--- config.mk ---
export PLATFORM = sky130hd
export DESIGN_NAME = ucode_sequencer
export DESIGN_NICKNAME = d
export VERILOG_FILES = /design/src/rtl/ucode_sequencer.sv
export SDC_FILE = /design/constraint.sdc
export NUM_CORES = 1
export LEC_CHECK = 0
export ABC_AREA = 1
export CORE_ASPECT_RATIO = 0.7
export CORE_UTILIZATION = 38
export CTS_CLUSTER_SIZE = 25
export DETAILED_ROUTE_END_ITERATION = 8
export PLACE_DENSITY_LB_ADDON = 0.1
export SYNTH_ARGS = -nofsm -noshare
export SYNTH_HDL_FRONTEND = slang
export SYNTH_SLANG_ARGS = --single-unit
--- constraint.sdc ---
create_clock -name clk -period 1.7 [get_ports clk]
set_input_delay 0.34 -clock clk [delete_from_list [all_inputs] [get_ports clk]]
set_output_delay 0.34 -clock clk [all_outputs]
set_load 0.005 [all_outputs]
--- src/rtl/ucode_sequencer.sv ---
// Microprogram sequencer: two-phase microsteps, wait-state stalls,
// next/end/jump/dispatch sequencing, fault/irq/break/halt entry.
module ucode_sequencer #(
   parameter int          UAW        = 8,
   parameter int          UWW        = 48,
   parameter int          OPW        = 6,
   parameter int          FETCH_BASE = 2,
   parameter int          DISP_BASE  = 0,
   parameter int          IRQ_VEC    = 192,
   parameter int          FAULT_VEC  = 224,
   parameter logic [15:0] HLT_INSTR  = 16'hfe00
) (
   input  logic           clk,
   input  logic           reset,
   input  logic [15:0]    instr,
   output logic [UAW-1:0] uaddr,
   input  logic [UWW-1:0] uword,
   input  logic           mem_rdy,
   input  logic           irq_r,
   input  logic           fault_r,
   input  logic           cont_r,
   output logic [UWW-1:0] ctl,
   output logic           mphase,
   output logic           halted,
   output logic           in_break,
   output logic [15:0]    retired
);

   typedef enum logic [1:0] {
      ST_RUN,
      ST_BREAK,
      ST_HALT
   } state_t;

   localparam logic [1:0] SEQ_NEXT = 2'b00;
   localparam logic [1:0] SEQ_END  = 2'b01;
   localparam logic [1:0] SEQ_JUMP = 2'b10;
   localparam logic [1:0] SEQ_DISP = 2'b11;

   localparam logic [UAW-1:0] FETCH_A = UAW'(FETCH_BASE);
   localparam logic [UAW-1:0] DISP_A  = UAW'(DISP_BASE);
   localparam logic [UAW-1:0] IRQ_A   = UAW'(IRQ_VEC);
   localparam logic [UAW-1:0] FAULT_A = UAW'(FAULT_VEC);
   localparam logic [UAW-1:0] ONE     = UAW'(1);

   state_t         state;
   logic [UAW-1:0] upc;
   logic [OPW-1:0] opcode;
   logic [1:0]     seq;
   logic           brk;
   logic           wt;
   logic [UAW-1:0] target;
   logic           hlt_disp;

   assign opcode = instr[15] ? instr[OPW+8:9] : OPW'(instr[14:13]);
   assign seq    = uword[1:0];
   assign brk    = uword[2];
   assign wt     = uword[3];
   assign target = uword[UAW+3:4];
   assign hlt_disp = (seq == SEQ_DISP) && (instr == HLT_INSTR);

   assign uaddr = upc;
   assign ctl   = uword;

   // State advances on the falling edge; outputs settle for the rising edge.
   always_ff @(negedge clk) begin
      if (reset) begin
         state    <= ST_RUN;
         upc      <= FETCH_A;
         mphase   <= 1'b0;
         halted   <= 1'b0;
         in_break <= 1'b0;
         retired  <= '0;
      end else if (state != ST_HALT) begin
         if (fault_r) begin
            state    <= ST_RUN;
            upc      <= FAULT_A;
            mphase   <= 1'b0;
            in_break <= 1'b0;
         end else if (state == ST_BREAK) begin
            if (cont_r) begin
               state    <= ST_RUN;
               upc      <= FETCH_A;
               in_break <= 1'b0;
            end
         end else if (!mphase) begin
            mphase <= 1'b1;
         end else if (hlt_disp) begin
            state  <= ST_HALT;
            halted <= 1'b1;
            mphase <= 1'b0;
         end else if (!(wt && !mem_rdy)) begin
            mphase <= 1'b0;
            unique case (seq)
               SEQ_NEXT: upc <= upc + ONE;
               SEQ_JUMP: upc <= target;
               SEQ_DISP: upc <= DISP_A + UAW'(opcode);
               SEQ_END: begin
                  retired <= retired + 16'd1;
                  if (brk) begin
                     state    <= ST_BREAK;
                     in_break <= 1'b1;
                  end else if (irq_r) begin
                     upc <= IRQ_A;
                  end else begin
                     upc <= FETCH_A;
                  end
               end
               default: upc <= upc;
            endcase
         end
      end
   end

endmodule

==> impl_metrics.py, run 1 <==
metrics = {
    "yosys": {
        "synthCells": 391,
        "synth_top_cell_by_area": "dfxtp_1",
        "synth_fa_ha_area_share_pct": 1.060,
        "synth_area_leaders": "dfxtp_1, nand2_1, buf_4",
        "synth_cell_types": 27,
        "syn_area_um2": 2360,
        "synth_top_area_share_pct": 24.60,
        "synth-seq-cells": 29,
        "synth_compound_area_share_pct": 10.39,
        "synth_top_family_by_area": "simple AND/OR/NAND/NOR gates",
        "yosysWarnings": 0,
        "yosysSeqAreaShare_pct": 24.60,
        "syn-num-nets": 463,
        "synthMuxAreaShare_pct": 0,
        "synth-simple-area-share_pct": 38.76,
        "syn_avg_cell_area_um2": 6.035,
        "synth_xor_area_share_pct": 2.598,
    },
    "global_routing": {
        "antenna_found_initial": 0,
        "grt_overflow": 0,
        "grt_pass1_vias": 2708,
        "grt_usage_pct": 24.15,
        "grt_max_degree": 17,
        "grt_pass1_wl_um": 12080,
    },
    "setup_path": {
        "end_kind": "register",
        "critical_path_class": "in -> reg",
        "r2r-start": "retired[0]",
        "max_stage_delay_ns": 0.22,
        "worstRegToRegCells": 8,
        "cp.required_ns": 1.11,
        "crit_arrival_ns": 1.42,
        "path_cells": "buf_8, buf_6, inv_12, nand2_8, nor3_4, inv_2, nor2_4, nand2_1, a21oi_2",
        "rr_endpoint": "retired[14]",
        "cp_max_fo": 5,
        "crit_slowest_cell": "nor2_4",
        "ff2ff_setup_slack_ns": 0.07,
        "cp-start-kind": "input pin",
    },
    "timing": {
        "fin_skew_ns": 0.02153,
        "tightest_slew_ns": 0.3507,
        "drv_slew": 0,
        "relSlewSlack_pct": 76.53,
        "setup_viol": 56,
        "final-hold-violation-count": 0,
        "fin_ws_ns": -0.3055,
        "rsz0062_at_grt": "true",
        "setup_tns_ns": -14.07,
    },
    "final_layout": {
        "final_cell_mix": "nand2_1, buf_4, inv_1, nor2_1, buf_6",
        "final_cells": 593,
        "n_fill_cell": 504,
        "synthToLayoutAreaGrowth_pct": 65.43,
        "finalNetCount": 590,
        "drive_gt1_share_pct": 44.40,
        "design_area_um2": 3904,
        "mostFrequentLayoutCell": "nand2_1",
        "antenna_cells": 0,
        "finish.utilization_pct": 66.82,
    },
    "clocking": {
        "cts_buffers": 5,
        "clkLatencyLatePin_ns": 0.35,
        "cts_max_level": 2,
        "cts.path.max_buffers": 2,
        "cts_root_buf": "clkbuf_8",
        "cts_tree": "yes",
        "hold_buffers": 0,
        "clk_pin_slew_ns": 0.04,
        "cts_sinks": 29,
    },
    "detailed_routing": {
        "antenna_left": 0,
        "drt_wl_total_um": 7656,
        "routed-via-count": 2900,
        "dr.pass1.iters": 5,
        "remaining_drc_errors": 0,
        "drt_iter0_markers": 246,
        "wl_per_cell_um": 12.91,
        "vias_per_cell": 4.890,
    },
    "power": {
        "ir_worst_vdd_uv": 326.6,
        "power.density_nw_per_um2": 568.1,
        "power.leakage_uw": 0.001865,
        "total_power_uw": 2218,
    },
    "hold_path": {
        "worstHoldStart": "halted",
        "hold_depth": 2,
        "hold_class": "reg -> reg",
        "hold_path_end": "halted",
    },
    "floorplan": {
        "dieWidth_um": 96.19,
        "die_h_um": 67.93,
        "boundaryPins": 145,
        "core_area_um2": 5842,
        "row_count": 23,
        "dieArea_um2": 6534,
        "initial_utilization_pct": 40.39,
    },
    "placed_design": {
        "port_buffers": 72,
        "dpl_cell_area_um2": 3279,
        "dpl.cell_count": 539,
        "gp_congestion": 0.8549,
        "dp_hpwl_um": 5306,
    },
    "outcome": {
        "violations": "setup timing",
        "outcome": "finished with violations",
    },
    "run": {
        "drv_cap": 0,
    },
}
[area by class of cell]
type / count / area [um2] / area share [%]
multi-input combinational: 270 / 1544 / 39.55
timing repair buffer: 144 / 1287 / 32.98
sequential: 29 / 614.3 / 15.74
inverter: 39 / 177.7 / 4.551
clock inverter: 31 / 117.6 / 3.013
tap: 75 / 93.84 / 2.404
clock buffer: 5 / 68.82 / 1.763
[routing by layer]
layer	vias up	routed length, um	track usage, %
li1	1464	-	-
met1	1299	3663	33.00
met2	113	3271	35.37
met3	24	594	8.111
met4	0	127	8.022
met5	-	0	0
[cell usage after synthesis (all sizes together)]
library cell and n:
nand2 116, buf 51, nor2 50, inv 40, a21oi 30, dfxtp 29, nand3 26, o21ai 16
nand4 12, nor3 4, xor2 4, xnor2 3, clkbuf 2, ha 2, nand3b 2, or2 2
o211ai 1, o21bai 1
[power breakdown]
group          internal (uW)  switching (uW)
logic                    344             317
clock network            362             454
registers                720            20.0
total                   1430             792
[critical path, delay by kind of cell]
family                 cells  cell delay, ns
buffers and inverters      4            0.40
AOI/OAI and AO/OA          1            0.11
and+or+nand+nor            4            0.55
[state kept, by name, summed over array words and instances, names as in the netlist]
name      cells
state         2
uaddr         8
in_break      1
retired      16
mphase        1
halted        1
[worst max path at each step]
| stage | startpoint | end | slack [ns] | cells after the start |
|---|---|---|---|---|
| after floorplan | instr[1] | uaddr[4] | -0.49 | 7 |
| after global routing | uword[1] | retired[11] | -0.35 | 9 |
| final | uword[1] | retired[10] | -0.31 | 9 |
| after detailed placement | instr[15] | uaddr[0] | -1.11 | 8 |
| after global placement | uword[1] | uaddr[4] | -1.08 | 8 |
| after CTS | instr[0] | retired[10] | -0.30 | 9 |
[cells by family after synthesis]
logic type               Yosys count
XOR/XNOR                           7
AO/OA/AOI/OAI                     48
AND/OR/NAND/NOR                  212
buffers and inverters             93
adder cells (fa/ha/maj)            2
flip-flops                        29
[metrics by stage]
stage,hold slack [ns],worst slack (ns)
CTS,0.4871,-0.2973
global route,0.4991,-0.3492
detailed placement,0.4970,-1.114
finish,0.4789,-0.3055
global placement,0.4895,-1.085
floorplan,0.4556,-0.4917
[repair_timing]
| item | in CTS | in global routing |
|---|---|---|
| hold endpoints to repair | 0 | 0 |
| pin swaps | 51 | 44 |
| buffers inserted | 16 | 3 |
| cloned | 1 | 0 |
| gates resized for setup | 245 | 89 |
| endpoints found under the setup margin | 60 | 57 |
(Power assumes the default switching activity.)
==> inputs of run 2 (changes only) <==
Settings changed: CELL_PAD_IN_SITES_DETAIL_PLACEMENT from default to 1, CELL_PAD_IN_SITES_GLOBAL_PLACEMENT from default to 2, CORE_UTILIZATION 38 to 17, SKIP_LAST_GASP from default to 1.
==> impl_metrics.py, run 2 (synthesis results as in run 1) <==
metrics = {
    "floorplan": {
        "core_area_um2": 13360,
        "dieArea_um2": 14360,
        "die_h_um": 100.6,
        "row_count": 35,
        "boundaryPins": 145,
        "dieWidth_um": 142.8,
        "initial_utilization_pct": 17.67,
    },
    "setup_path": {
        "cp.depth": 10,
        "cp.required_ns": 1.09,
        "crit_slowest_cell": "clkbuf_16",
        "worst-path-buf-inv": 5,
        "max_stage_delay_ns": 0.20,
        "critPathTopFamily": "buffers and inverters",
        "critical_path_class": "in -> reg",
        "cp_max_fo": 8,
        "path_cells": "buf_8, buf_6, inv_12, nand2_8, nor3_4, buf_4, nand3_4, clkbuf_16, nand2_1, a21oi_2",
        "crit_arrival_ns": 1.46,
        "worstRegToRegCells": 9,
        "end_kind": "register",
        "cp-start-kind": "input pin",
    },
    "hold_path": {
        "hold_class": "reg -> reg",
        "hold_depth": 2,
    },
    "timing": {
        "rsz0062_at_grt": "true",
        "tightest_slew_ns": 0.3333,
        "final-hold-violation-count": 0,
        "relSlewSlack_pct": 77.70,
        "drv_slew": 0,
        "setup_tns_ns": -16.14,
        "setup_viol": 56,
        "hold_ws_ns": 0.4815,
        "fin_skew_ns": 0.01148,
        "fin_ws_ns": -0.3725,
    },
    "final_layout": {
        "drive_gt1_share_pct": 48.68,
        "finalNetCount": 603,
        "largest_register_ffs": 16,
        "antenna_cells": 0,
        "synthToLayoutAreaGrowth_pct": 80.86,
        "final_cell_mix": "nand2_1, buf_4, inv_1, nor2_1, buf_2",
        "n_fill_cell": 1652,
        "largest_register": "retired",
        "mostFrequentLayoutCell": "nand2_1",
    },
    "global_routing": {
        "grt_pass1_vias": 3030,
        "antenna_found_initial": 0,
        "grt_usage_pct": 13.98,
        "grt_pass1_wl_um": 15410,
        "grt_overflow": 0,
        "grt_max_degree": 21,
    },
    "power": {
        "power.density_nw_per_um2": 635.6,
        "ir_worst_vdd_uv": 313.4,
        "power.leakage_uw": 0.001992,
    },
    "placed_design": {
        "dp_hpwl_um": 7459,
        "pre_cts_slack_ns": -1.215,
        "port_buffers": 72,
        "gp_congestion": 0.7581,
    },
    "detailed_routing": {
        "routed-via-count": 2898,
        "vias_per_cell": 4.042,
        "dr.pass1.iters": 4,
        "remaining_drc_errors": 0,
        "wl_per_cell_um": 13.64,
        "antenna_left": 0,
        "drt_wl_total_um": 9783,
        "drt_iter0_markers": 116,
    },
    "clocking": {
        "cts_root_buf": "clkbuf_16",
        "cts_sinks": 29,
        "clkLatencyLatePin_ns": 0.36,
        "cts_tree": "yes",
        "cts_max_level": 2,
        "hold_buffers": 0,
        "clk_pin_slew_ns": 0.04,
        "cts.path.max_buffers": 2,
        "cts_buffers": 5,
    },
    "outcome": {
        "violations": "setup timing",
        "outcome": "finished with violations",
    },
    "run": {
        "drv_cap": 0,
    },
}
## run 2: through the flow
stage               instance area [um2]  instances  utilization (%)  total power (uW)
global route                       4268        717            31.95              2934
global placement                   3497        658            26.18              1415
detailed placement                 3497        658            26.18              1414
finish                             4268        717            31.95              2712
floorplan                          2449        391                -              1155
CTS                                3909        708            29.26              2724
## run 2: report_power, final
group	switching [uW]	internal (uW)
sequential	19.0	720
clock	533	776
combinational	325	340
## run 2: path summary, 6_finish.rpt
path / start / end / slack, ns
setup reg to reg: state[0] / retired[9] / 0.05
hold / removal: in_break / in_break / 0.48
setup / recovery: uword[1] / retired[9] / -0.37
hold reg to reg: in_break / in_break / 0.48
## run 2: routing by layer
layer	track usage, %	part of all wire [%]
met5	0	0
met4	4.715	1.0
met3	4.371	4.6
met2	19.38	41
met1	20.05	53
## run 2: area by class of cell
cell class                 count  area (um2)  share of cell area (%)
multi-input combinational    270        1625                   38.08
timing repair buffer         157        1346                   31.54
sequential                    29       614.3                   14.39
tap                          185       231.5                   5.424
inverter                      39       176.4                   4.134
clock inverter                32       148.9                   3.489
clock buffer                   5       125.1                   2.932
## run 2: worst register-to-register path, stage by stage (launching register included)
cell       delay (ns)
dfxtp_1          0.39
inv_2            0.05
nand2_1          0.10
nand2_1          0.14
nor3_4           0.25
buf_4            0.16
nand3_4          0.10
clkbuf_16        0.20
nand2_1          0.08
a21oi_2          0.05
## run 2: repair_timing
| item | in CTS | in global routing |
|---|---|---|
| gates cloned | 1 | 1 |
| pin swaps | 41 | 40 |
| gates resized for setup | 268 | 79 |
| endpoints found under the setup margin | 60 | 60 |
| setup buffers | 13 | 10 |
==> variant 1 (settings of run 2) <==
Set the parameter `UWW` to 96 (it was 48).
--- a/src/rtl/ucode_sequencer.sv
+++ b/src/rtl/ucode_sequencer.sv
@@ -2,7 +2,7 @@
 // next/end/jump/dispatch sequencing, fault/irq/break/halt entry.
 module ucode_sequencer #(
    parameter int          UAW        = 8,
-   parameter int          UWW        = 48,
+   parameter int          UWW        = 96,
    parameter int          OPW        = 6,
    parameter int          FETCH_BASE = 2,
    parameter int          DISP_BASE  = 0,
Ports: changed (resized ctl and uword); port bits go from 145 to 241. The function was not compared with the original's and may differ.
==> variant 1 against run 2 <==
First-iteration DRC count fell by 41%. Sequential cell count unchanged. Setup slack improved by 0.043 ns. Highest routed layer unchanged. Critical path depth grew 1. Area after synthesis up 15%. Routed wire length increased by 6.8%. Power decreased by 0.17%. Sequential share of layout area decreased by 0.055 points. Clock skew down 0.0022 ns. Final area up 0.38%. The run still ends with negative setup slack left. Utilization down 4.4 points.
==> variant 1: results (changes against run 2) <==
dp_slack_ns: -1.23  # -0.0194 ns
route.vias.total: 2946  # +1.7%
route.met3.wl_um: 652  # +44%
seq_power_mw: 0.743  # +0.5%
setup_violations: 56  # unchanged
grtUsageMet3_pct: 4.71  # +0.34 points
r2r-end: "uaddr[1]"
switchingPower_mw: 0.870  # -0.71%
slew_headroom_pct: 79.6  # +1.9 points
violations: "negative setup slack"
ys_top_cells_by_area: "buf_4 (26%), dfxtp_1 (21%), nand2_1 (16%)"
yosys_most_used_dff: "dfxtp_1"
whs_endpoint: "halted"
grt_pass1_wl_mm: 16.1  # +4.2%
syn-num-nets: 559  # +21%
clkPwrFrac_pct: 47.7  # -0.5 points
rr_startpoint: "state[1]"
reg2reg_slack_ns: 0.07  # +0.02 ns
viasPerCell: 4.04  # -0.15%
ys_seq_area_share_pct: 21.3  # -3.3 points
drtIter0Drc: 69  # -41%
ir_drop_v: 0.000330  # +5.2%
critical_path.max_stage_delay_ns: 0.13  # -0.07 ns
leakage_nw: 1.96  # -1.4%
synth-xor-area-share_pct: 2.25  # -0.34 points
drive_gt1_share_pct: 46.6  # -2.1 points
grt_pass1_vias: 3122  # +3.0%
finalNetCount: 649  # +7.6%
dp_hpwl_mm: 8.14  # +9.1%
post_drt_wl_per_cell_um: 14.3  # +4.9%
synth_adder_area_share_pct: 0.920  # -0.14 points
yosysWarningCount: 0  # unchanged
synthesis.instances: 439  # +12%
grt_max_degree: 17  # -19%
fill_cells: 1879  # +14%
post-cts-setup-buffers: 12  # -1
dr_wl_met2_mm: 4.11  # +2.3%
slowest_stage: "buf_8"
use_met1_pct: 17.6  # -2.5 points
worstHoldStart: "halted"
synth-compound-area-share_pct: 9.02  # -1.4 points
crit_cells: 11  # +1
skew_ns: 0.00931  # -0.00216 ns
placedCellCount: 675  # +2.6%
wl_met1_mm: 5.41  # +3.7%
synth.top_cells.by_count: "nand2_1 (113), buf_4 (96), nor2_1 (48)"
cp.arrival_ns: 1.41  # -0.05 ns
outcome: "complete, but fails checks"
place_congestion: 0.778  # +2.6%
setup_tns_ns: -15.46  # +0.687 ns
setup_slack_ns: -0.330  # +0.0428 ns
grt_use_met2_pct: 16.2  # -3.1 points
grt_usage_pct: 12.6  # -1.4 points
dpl-instance-area_um2: 3520  # +0.61%
-- variant 1: cell count changes after synthesis, sizes merged --
cell / before / now
buf: 51 / 99
-- variant 1: cells by family (layout without fill, tap and decap cells) --
group / after synthesis / in the layout
AOI/OAI and AO/OA: 48 / 48
adders and majority gates: 2 / 2
DFF: 29 / 29
and+or+nand+nor: 212 / 212
xor gates and xnor gates: 7 / 7
buffers and inverters: 141 / 232
-- variant 1: stage by stage --
stage               util (%)  hold WS (ns)
floorplan                  -         0.456
global placement        22.6         0.479
detailed placement      22.6         0.498
CTS                     25.6         0.491
global route            27.6         0.530
finish                  27.6         0.488
-- variant 1: final cells by class --
| cell class | count | share of cell area [%] |
|---|---|---|
| clock buffer | 5 | 2.92 |
| multi-input combinational | 269 | 37.2 |
| clock inverter | 32 | 3.48 |
| inverter | 39 | 4.21 |
| tap | 200 | 5.84 |
| sequential | 29 | 14.3 |
| timing repair buffer | 156 | 32.0 |
==> variant 2 (settings of run 2) <==
Without the edit above. The 3 states of `state_t` get a one-hot encoding in 3 bits.
--- a/src/rtl/ucode_sequencer.sv
+++ b/src/rtl/ucode_sequencer.sv
@@ -26,10 +26,10 @@
    output logic [15:0]    retired
 );
 
-   typedef enum logic [1:0] {
-      ST_RUN,
-      ST_BREAK,
-      ST_HALT
+   typedef enum logic [2:0] {
+      ST_RUN   = 3'b001,
+      ST_BREAK = 3'b010,
+      ST_HALT  = 3'b100
    } state_t;
 
    localparam logic [1:0] SEQ_NEXT = 2'b00;
Check against the original RTL: same outputs for any inputs over 4 cycles, from zero or initial values and one cycle with reset high; so few cycles prove little.
==> variant 2 against run 2 <==
Highest routed layer unchanged. Die area increased by 4.0%. Routed wire length shrank 2.6%. Sequential cell count grew 1. The run still ends with negative setup slack left. Power fell by 2.3%. Non-clock buffer count unchanged. Setup slack worse by 0.046 ns. Final area grew 0.18%. Critical endpoint is now uaddr[6]. Largest cell class unchanged. First-iteration DRC count fell by 26%. Area after synthesis grew 4.0%.
==> variant 2: results (changes against run 2) <==
rr_startpoint: "retired[0]"
final_cells: 712  # -0.70%
syn-num-nets: 450  # -2.8%
multiInputCombCellCount: 260  # -3.7%
crit_path_start: "instr[0]"
worstHoldStart: "halted"
grt_pass1_wl_mm: 15.7  # +2.1%
slew_headroom_pct: 78.0  # +0.27 points
route.met3.wl_um: 393  # -13%
critPathMaxFanout: 4  # -4
setup_violations: 57  # +1.8%
synthesis.instances: 378  # -3.3%
synth-xor-area-share_pct: 4.99  # +2.4 points
grtUsageMet3_pct: 4.38  # +0.010 points
cp.arrival_ns: 1.55  # +0.09 ns
ir_drop_v: 0.000334  # +6.5%
reg2reg_slack_ns: -0.07  # -0.12 ns
nonClkBufAreaFrac_pct: 31.5  # about the same
grt_use_met2_pct: 20.1  # +0.70 points
areaGrowthSynthToFinish_pct: 74.2
drtIter0Drc: 86  # -26%
use_met1_pct: 18.7  # -1.4 points
synth_adder_area_share_pct: 1.02  # -0.041 points
outcome: "complete, but fails checks"
grt_max_degree: 17  # -19%
worstSetupEndpoint: "uaddr[6]"
fill_cells: 1738  # +5.2%
multi_input_area_share_pct: 37.9  # -0.15 points
setup_slack_ns: -0.418  # -0.0458 ns
seqCellArea_um2: 634  # +3.3%
grt_pass1_vias: 3135  # +3.5%
drive_gt1_share_pct: 49.2  # +0.55 points
dpl-instance-area_um2: 3490  # -0.21%
setup_tns_ns: -18.22  # -2.08 ns
violations: "negative setup slack"
variant 2: report_power, final:
group	total (mW)	internal [mW]	switching [mW]
Combinational	0.562	0.289	0.272
Sequential	0.764	0.741	0.0233
Clock	1.32	0.778	0.545
variant 2: worst min-delay path by stage:
stage | end | slack [ns] | cells past startpoint
after floorplan | state[0] | 0.44 | 2
after global placement | in_break | 0.44 | 2
after detailed placement | in_break | 0.46 | 2
after CTS | in_break | 0.46 | 2
after global routing | halted | 0.48 | 1
final | halted | 0.46 | 1
variant 2: worst max-delay path, stage by stage:
cell and delay [ns]:
buf_6 0.09, or2_4 0.24, nor2_4 0.15, buf_6 0.13, nand4_4 0.16, nand4_1 0.25, nor2_1 0.08, nor2_1 0.11
variant 2: timing repair:
item                                    in CTS  in global routing
buffers inserted                            19                  6
gates cloned                                 4                  0
hold endpoints to repair                     0                  0
hold buffers                                 0                  0
resized for setup                          280                 51
endpoints found under the setup margin      60                 60
pin swaps                                   51                 28
